File: src/rtl/exe_stage.sv
// exe_stage: single-issue ALU execute stage with valid/ready handshake and shift-add multiplier
module exe_stage #(
  parameter int DW = 32,
  parameter int IW = 32,
  parameter int RFW = 5
) (
  input  logic          clk,
  input  logic          start,
  input  logic          in_valid,
  output logic          in_ready,
  input  logic [IW-1:0] in_inst,
  input  logic [DW-1:0] r1,
  input  logic [DW-1:0] r2,
  input  logic [DW-1:0] imm,
  output logic          out_valid,
  input  logic          out_ready,
  output logic [DW-1:0] out_result,
  output logic [RFW-1:0] out_rd,
  output logic          out_we,
  output logic [IW-1:0] out_inst,
  output logic          busy
);
  localparam logic [1:0] IDLE = 2'd0, MUL = 2'd1, HOLD = 2'd2;
  localparam logic [5:0] OP_ADD = 6'd1, OP_SUB = 6'd2, OP_AND = 6'd3, OP_OR = 6'd4,
                         OP_XOR = 6'd5, OP_SLL = 6'd6, OP_SRL = 6'd7, OP_SLT = 6'd8,
                         OP_ADDI = 6'd9, OP_MUL = 6'd10;
  localparam int CW = $clog2(DW + 1);
  logic [1:0] state;
  logic [DW-1:0] mcand, mplier, acc, alu;
  logic [CW-1:0] cnt;
  logic [IW-1:0] mul_inst;
  logic [5:0] op;
  logic [RFW-1:0] rd, mul_rd;
  logic alu_we, accept, drain, mul_done;
  assign op = in_inst[IW-1 -: 6];
  assign rd = in_inst[21 +: RFW];
  assign mul_rd = mul_inst[21 +: RFW];
  assign drain = !out_valid || out_ready;
  assign in_ready = (state == IDLE) && drain;
  assign accept = in_valid && in_ready;
  assign busy = state != IDLE;
  assign mul_done = (state == HOLD) || (state == MUL && cnt == CW'(DW));
  always_comb begin
    alu = '0;
    alu_we = 1'b1;
    case (op)
      OP_ADD:  alu = r1 + r2;
      OP_SUB:  alu = r1 - r2;
      OP_AND:  alu = r1 & r2;
      OP_OR:   alu = r1 | r2;
      OP_XOR:  alu = r1 ^ r2;
      OP_SLL:  alu = r1 << r2[4:0];
      OP_SRL:  alu = r1 >> r2[4:0];
      OP_SLT:  alu = {{(DW-1){1'b0}}, $signed(r1) < $signed(r2)};
      OP_ADDI: alu = r1 + imm;
      default: alu_we = 1'b0;
    endcase
  end
  always_ff @(posedge clk or posedge start) begin
    if (start) begin
      state <= IDLE;
      out_valid <= 1'b0;
      out_result <= '0;
      out_rd <= '0;
      out_we <= 1'b0;
      out_inst <= '0;
      mcand <= '0;
      mplier <= '0;
      acc <= '0;
      cnt <= '0;
      mul_inst <= '0;
    end else begin
      if (accept && op != OP_MUL) begin
        out_valid <= 1'b1;
        out_result <= alu;
        out_rd <= rd;
        out_we <= alu_we && rd != '0;
        out_inst <= in_inst;
      end else if (mul_done && drain) begin
        out_valid <= 1'b1;
        out_result <= acc;
        out_rd <= mul_rd;
        out_we <= mul_rd != '0;
        out_inst <= mul_inst;
      end else if (out_ready) begin
        out_valid <= 1'b0;
      end
      // one shift-add step per cycle; the product is published on the cycle after the last step
      if (accept && op == OP_MUL) begin
        state <= MUL;
        mcand <= r1;
        mplier <= r2;
        acc <= '0;
        cnt <= '0;
        mul_inst <= in_inst;
      end else if (state == MUL && cnt != CW'(DW)) begin
        acc <= mplier[0] ? acc + mcand : acc;
        mcand <= mcand << 1;
        mplier <= mplier >> 1;
        cnt <= cnt + CW'(1);
      end else if (mul_done) begin
        state <= drain ? IDLE : HOLD;
      end
    end
  end
endmodule

File: config.mk
export PLATFORM = sky130hd
export DESIGN_NAME = exe_stage
export DESIGN_NICKNAME = d
export VERILOG_FILES = /design/src/rtl/exe_stage.sv
export SDC_FILE = /design/constraint.sdc
export NUM_CORES = 1
export LEC_CHECK = 0
export ABC_AREA = 1
export BUFFER_PORTS_ARGS = -buffer_cell sky130_fd_sc_hd__buf_2
export CAP_MARGIN = 5
export CORE_ASPECT_RATIO = 0.6
export CORE_MARGIN = 5
export CORE_UTILIZATION = 45
export CTS_CLUSTER_SIZE = 30
export DETAILED_ROUTE_END_ITERATION = 8
export PLACE_DENSITY = 0.68
export SYNTH_ARGS = -nofsm -noshare
export SYNTH_HDL_FRONTEND = slang
export SYNTH_SLANG_ARGS = --single-unit
export TNS_END_PERCENT = 5
File: constraint.sdc
create_clock -name clk -period 12.95 [get_ports clk]
set_input_delay 1.9425 -clock clk [delete_from_list [all_inputs] [get_ports clk]]
set_output_delay 1.9425 -clock clk [all_outputs]
set_load 0.02 [all_outputs]
# Word-level counts from Yosys, hierarchy flattened
# Index checks and enable logic that the tools add are counted.
# W data, S select, Z words.
# totals
register_bits	207
output_inout_bits	73
word_cells	87
# classes
order_cmp	1
muxes	26
shift	2
n_eq_ne	16
reduce_logical	23
n_addsub	5
n_bitwise	3
# op_table
operator	count
$mux W32	11
$pmux W32 S9	1
$add A32 B32 Y32	3
$and A32 B32 Y32	1
$lt A32 B32 Y1	1
$or A32 B32 Y32	1
$shl A32 B5 Y32	1
$shr A32 B5 Y32	1
$sub A32 B32 Y32	1
$xor A32 B32 Y32	1
$eq A6 B3 Y1 const B	4
$eq A6 B4 Y1 const B	3
$eq A6 B2 Y1 const B	2
$mux W6	2
$mux W5	2
$reduce_bool A2 Y1	5
$reduce_bool A5 Y1	2
$reduce_or A9 Y1	1
$logic_and A1 B1 Y1	8
$mux W2	4
$add A6 B1 Y6 const B	1
$eq A6 B1 Y1 const B	1
$eq A6 B6 Y1 const B	1
$mux W1	6
other kinds (10)	12

# Logic depth before layout (Yosys ltp)
# Gate-level depths: netlist (run 1).
# logic_depth
ltp_word	7
ltp_mapped	22
ltp_nobuf	21

# Worst setup path before layout (run 1)
# OpenSTA, ideal clock, no wires.
# synth_path
kind	input-to-reg
from	input port in_inst[31]
to	register out_result[24]
cell_stages	20
slack_ns	8.544
t_arrival_ns	4.328
path_cell_list	inv_1 > nand2_1 > nor2_1 > nand2_1 > inv_2 > clkbuf_1 > o21ai_0 > ha_1 > fa_1 > nand3_1 > nand3_1 > nand2_1 > nand3_1 > nand2_1 > nand3_1 > nand2_1 > nand3_1 > nand3_1 > nand2_1 > a21oi_1
# synth_between
elab_chain_len	3
elab_cells_between_ends	14
classes_between	10 x eq/ne; 2 x mux; 2 x reduce/logical
# synth_rtl
element	line_no	text
from (decl)	11	input logic [IW-1:0] in_inst,
$eq A6 B4 Y1, or another cell as far along	46	case (op)
$pmux W32 S9 / $logic_and A1 B1 Y1 (equally long branches)	46, 73	
$mux W32 / $reduce_bool A2 Y1 (equally long branches)	-	
to (signal assigned)	75	out_result <= alu;
to (decl)	17	output logic [DW-1:0] out_result,
# Parallel ways exist; a longest one is shown, timed or not.
# A chain may end at the register's enable or synchronous reset.

# Worst setup path after layout (run 1)
# layout_path
from	input port in_inst[31]
to	register out_result[30]
# Same word-level chain as after synthesis.

==> results.cfg, run 1 <==
[finish]
num_antenna_cells = 0
area_growth_pct = 9.78
layout.nets = 3788
drive_above_1_share = 0.0889
multiInputGateArea_sq_um = 13400
mostFrequentLayoutCell = nand2_1
finalInstanceArea_sq_um = 22600
final_util = 0.502
final_cell_mix = nand2_1 (1088), nand3_1 (428), inv_1 (397)
regArea_sq_um = 5050
n_fill_cell = 4794

[drt]
post_drt_wl_per_cell_microns = 22.3
met1_length_microns = 42800
ant_nets = 0
vias = 23600
drc_errors = 0
drt-vias-per-instance = 5.78
drt_iter0_markers = 3525
met2_length_microns = 33600
top_layer = met5
routed_wl_microns = 91300
wl_met3_microns = 12800
firstDrtPassIters = 8

[cts]
htree_levels = 1
hold_buffers = 0
cts_buffers = 21
cts-root-buf = clkbuf_16
cts_resized = 0
clock_latency_ps = 540
cts_tree = done
post-cts-setup-buffers = 0
numClockSinks = 202
path_clk_slew_ps = 70
clock_path_buffers = 3

[synth]
yosysSeqAreaShare = 0.245
synth-edff-count = 0
synth-xor-area-share = 0.00297
synth.top_cell.area_share = 0.245
yosysWarningCount = 0
synthSimpleGateAreaFrac = 0.396
yosysUniqueCellTypes = 52
synth_ff_type = dfrtp_1
syn-num-nets = 3675
synth_top_family_by_area = simple AND/OR/NAND/NOR gates
synthTopCellsByArea = dfrtp_1 (25%), nand2_1 (20%), nand3_1 (10%), ha_1 (10%), inv_1 (7.2%)
muxShareOfSynthArea = 0.000486
syn_avg_cell_area_sq_um = 6.11
syn_inst = 3372
synth_area_sq_um = 20600
synth_area_leader_cell = dfrtp_1
synth_fa_ha_area_frac = 0.105
async_flop_share = 1.00
ys_seq_elements = 202
synth-compound-area-share = 0.143

[worst_setup_path]
critical_path_class = input pin to flip-flop
endpoint_kind = flip-flop
worst_setup_path_start_kind = input pin
cp.arrival_ps = 5700
critPathMaxFanout = 63
critPathRequiredTime_ps = 13410

[sta]
finalClockSkew_ps = 34.9
grt_setup_unrepaired = no
period_needed_ps = 5240
fin_setup_tns_ps = 0
setup_viol = 0
slew_headroom = 0.231
slew_viol_final = 0
finalHoldViolCount = 0
post-route-period-util = 0.405
fmax_mhz = 191
tightest_slew_ps = 1150

[power]
peakVddDrop_mv = 0.0853
power_density_nw_per_um2 = 79.6
p_leak_nw = 12.0

[job]
cap_violations = 0

[run_status]
status = finished clean

[hold_path]
hold_path.class = flip-flop to flip-flop

[floorplanning]
start_util = 0.458
die-height_microns = 176
core_region_area_sq_um = 45000
die_w_microns = 286
ioPinCount = 205
die_area_sq_um = 50300
num_rows = 60

[global_route]
grt_pass1_wl_microns = 135000
overflow = 0
grtUsageTotal = 0.350
antenna_found_initial = 3
grt_max_degree = 134
grt_pass1_vias = 20700

[placed_design]
globalplace.congestion = 1.12
place_hpwl_microns = 72700
io_buffers = 204
placed_area_sq_um = 21900
## per-layer routing
layer / vias up / track usage
met4: 2 / 0.0672
met1: 10800 / 0.551
met3: 114 / 0.121
met2: 1444 / 0.452
li1: 11200 / -
met5: - / 0
## power by group
part | internal (mW) | switching (mW)
clock network | 0.364 | 0.283
registers | 0.642 | 0.00969
logic | 0.139 | 0.365
## final cells by class
type	count	share of cell area
Clock buffer	27	0.0260
Sequential cell	202	0.223
Inverter	414	0.0691
Timing Repair Buffer	228	0.0531
Tap cell	589	0.0326
Multi-Input combinational cell	2618	0.591
Clock inverter	9	0.00531
## stage by stage
step           setup WS, ps  instances  hold WS, ps  power (mW)
2_1_floorplan          5500       3372          440       0.963
3_3_place_gp           7360       4051          454        1.14
3_5_place_dp           7300       4051          453        1.14
4_1_cts                7840       4087          471        1.79
5_1_grt                7470       4087          490        1.88
6_report               7710       4087          468        1.80
## state kept, by name, indices dropped and copies added (netlist names)
name,flops
mplier,32
out_valid,1
mul_inst,32
cnt,6
out_rd,4
out_we,1
mcand,32
out_inst,28
out_result,32
state,2
acc,32
## worst max-delay path: stages
cell and delay, ps:
buf_2 130, inv_1 50, nand2_1 140, nor2_1 180
nand2_1 190, inv_2 80, buf_4 440, o21ai_0 220
ha_1 400, nand2_1 120, nor2_1 470, and2_1 200
nand2_1 80, nand2_1 280, nand2_1 130, nand3_1 110
nand3_1 90, nand3_1 150, nand2_1 80, a21oi_1 150
## worst paths after layout
kind	startpoint	to	slack, ps	cells after the start
max in group asynchronous	start	acc[6]	9790	3
min in group asynchronous	start	mul_inst[13]	1580	2
max reg2reg	out_valid	acc[12]	9470	11
min	mul_inst[27]	mul_inst[27]	470	1
max	in_inst[31]	out_result[30]	7710	20
min reg2reg	mul_inst[27]	mul_inst[27]	470	1
## kinds of logic after synthesis
kind of cell / Yosys count
mux: 1
xor+xnor: 7
simple gates: 1937
fa+ha+maj: 171
buf+inv: 552
compound gates: 502
flops: 202
## Yosys cell counts, types with 2 or more instances
cell type and number:
xor2_1 5, o21ai_0 165, a21o_1 4, o22ai_1 8, xnor2_1 2, and2_1 16, o21bai_1 9, nand2_1 1088
and3_1 5, o21ai_1 11, a21oi_1 160, fa_1 3, nor2_4 3, nor3_1 31, nor2_1 293, o221ai_1 33
dfrtp_1 202, a22o_1 2, nand4_1 29, o211a_1 4, o211ai_1 54, buf_6 2, inv_2 14, nand2_2 6
buf_1 12, buf_4 16, nor2_2 5, or2_1 3, or2_2 11, nand3_1 428, a31oi_1 39, buf_2 56
clkbuf_1 52, nand3b_1 12, o21a_1 7, inv_1 398, nor3_4 2, ha_1 168
(Power assumes the default switching activity.)
==> inputs of run 2 (changes only) <==
Clock period 12.95 ns to 5.1 ns, I/O delays scaled along.
==> results.cfg, run 2 (synthesis gave the netlist of run 1 again) <==
[sta]
slew_headroom = 0.327
tightest_slew_ps = 1010
finalClockSkew_ps = 40.8
fin_setup_tns_ps = 0
slew_viol_final = 0
period_needed_ps = 4180
setup_viol = 0
fmax_mhz = 239
finalHoldViolCount = 0
grt_setup_unrepaired = no
post-route-period-util = 0.819
final.setup.worst_slack_ps = 922

[worst_setup_path]
critical_path_class = input pin to flip-flop
worst_setup_path_start_kind = input pin
crit_chain = buf_2 -> inv_1 -> nand2_1 -> nor2_1 -> nand2_1 -> inv_2 -> buf_4 -> o21ai_0 -> ha_1 -> nand2_1 -> nor2_1 -> and2_1 -> nand2_1 -> nand2_1 -> nand2_1 -> nand3_1 -> nand3_1 -> nand3_1 -> nand2_1 -> a21oi_1
critPathRequiredTime_ps = 5560
path_common_cell = nand2_1
endpoint_kind = flip-flop
r2r_slack_ps = 2090
critPathMaxFanout = 49
cp.arrival_ps = 4630
crit_end = out_result[30]
slowest_delay_ps = 590
startpoint = in_inst[31]
crit_slowest_cell = inv_2
r2r_start = cnt[0]
r2r_end = out_result[23]
rr_worst_depth = 10

[floorplanning]
core_region_area_sq_um = 45000
die_area_sq_um = 50300
num_rows = 60
ioPinCount = 205
start_util = 0.458
die-height_microns = 176
die_w_microns = 286

[drt]
routed_wl_microns = 89100
post_drt_wl_per_cell_microns = 21.7
drt-vias-per-instance = 5.77
ant_nets = 0
drt_iter0_markers = 4037
vias = 23700
firstDrtPassIters = 7
drc_errors = 0

[run_status]
status = finished clean

[finish]
final_cell_mix = nand2_1 (1088), nand3_1 (428), inv_1 (397)
fin_cells = 4107
mostFrequentLayoutCell = nand2_1
drive_above_1_share = 0.0938
layout.nets = 3804
area_growth_pct = 10.7

[power]
peakVddDrop_mv = 0.258
p_leak_nw = 12.1
power_density_nw_per_um2 = 203

[cts]
path_clk_slew_ps = 90
clock_path_buffers = 3
hold_buffers = 0
cts-root-buf = clkbuf_16
cts_buffers = 22
numClockSinks = 202
clock_latency_ps = 550
htree_levels = 1
post-cts-setup-buffers = 0
cts_tree = done
cts_resized = 0

[global_route]
grt_pass1_vias = 20900
antenna_found_initial = 1
grt_max_degree = 87
grtUsageTotal = 0.342
overflow = 0
grt_pass1_wl_microns = 132000

[job]
cap_violations = 0

[placed_design]
io_buffers = 204
dp_cells = 4066
place_hpwl_microns = 70900
pre_cts_slack_ps = 565
globalplace.congestion = 1.09

[hold_path]
hold_path.class = input pin to async pin
==> run 2: cell count changes in the layout (fill, tap and decap cells not counted), sizes merged <==
cell and change:
buf +15, clkinv +2, diode +1, inv +2
==> run 2: per-layer routing <==
layer	share of wire	global-route usage	vias up
met5	0.00015	0	-
li1	-	-	11300
met1	0.46	0.530	10700
met4	0.029	0.0761	2
met3	0.15	0.149	160
met2	0.36	0.424	1511
==> run 2: power breakdown <==
group          internal (mW)  total (mW)  switching, mW
Combinational          0.357        1.27          0.916
Sequential              1.63        1.65         0.0193
Clock                  0.958        1.70          0.746
Total                   2.95        4.63           1.68
==> run 2: worst min path at each step <==
| stage | from | end | slack, ps | depth (start not counted) |
|---|---|---|---|---|
| floorplan | mul_inst[27] | mul_inst[27] | 440 | 1 |
| global placement | mul_inst[27] | mul_inst[27] | 450 | 1 |
| detailed placement | mul_inst[27] | mul_inst[27] | 460 | 1 |
| CTS | start | mplier[25] | 410 | 2 |
| global route | in_inst[18] | mul_inst[18] | 440 | 3 |
| finish | start | mplier[25] | 390 | 2 |
==> run 2: critical path: cells and delay by family <==
kind                     cells  cell delay [ps]
AO/OA/AOI/OAI                2              240
AND/OR/NAND/NOR             13             2170
adder cells (fa/ha/maj)      1              390
buffers and inverters        4             1030
==> run 2: cell type report <==
type / instances / area [sq um]
inverters: 414 / 1560
fillers: 4694 / 22200
clock buffers: 27 / 599
repair buffers: 243 / 1340
clock inverters: 13 / 155
flip-flops and latches: 202 / 5050
well taps: 589 / 737
multi-input cells: 2618 / 13400
diodes: 1 / 2.50
==> run 2: through the flow <==
step,total power [mW],hold slack [ps],instance area [sq um],utilization
floorplan,2.45,440,20600,-
global placement,2.89,453,22100,0.490
detailed placement,2.89,457,22100,0.490
CTS,4.59,406,22800,0.506
global route,4.85,436,22800,0.506
finish,4.63,395,22800,0.506
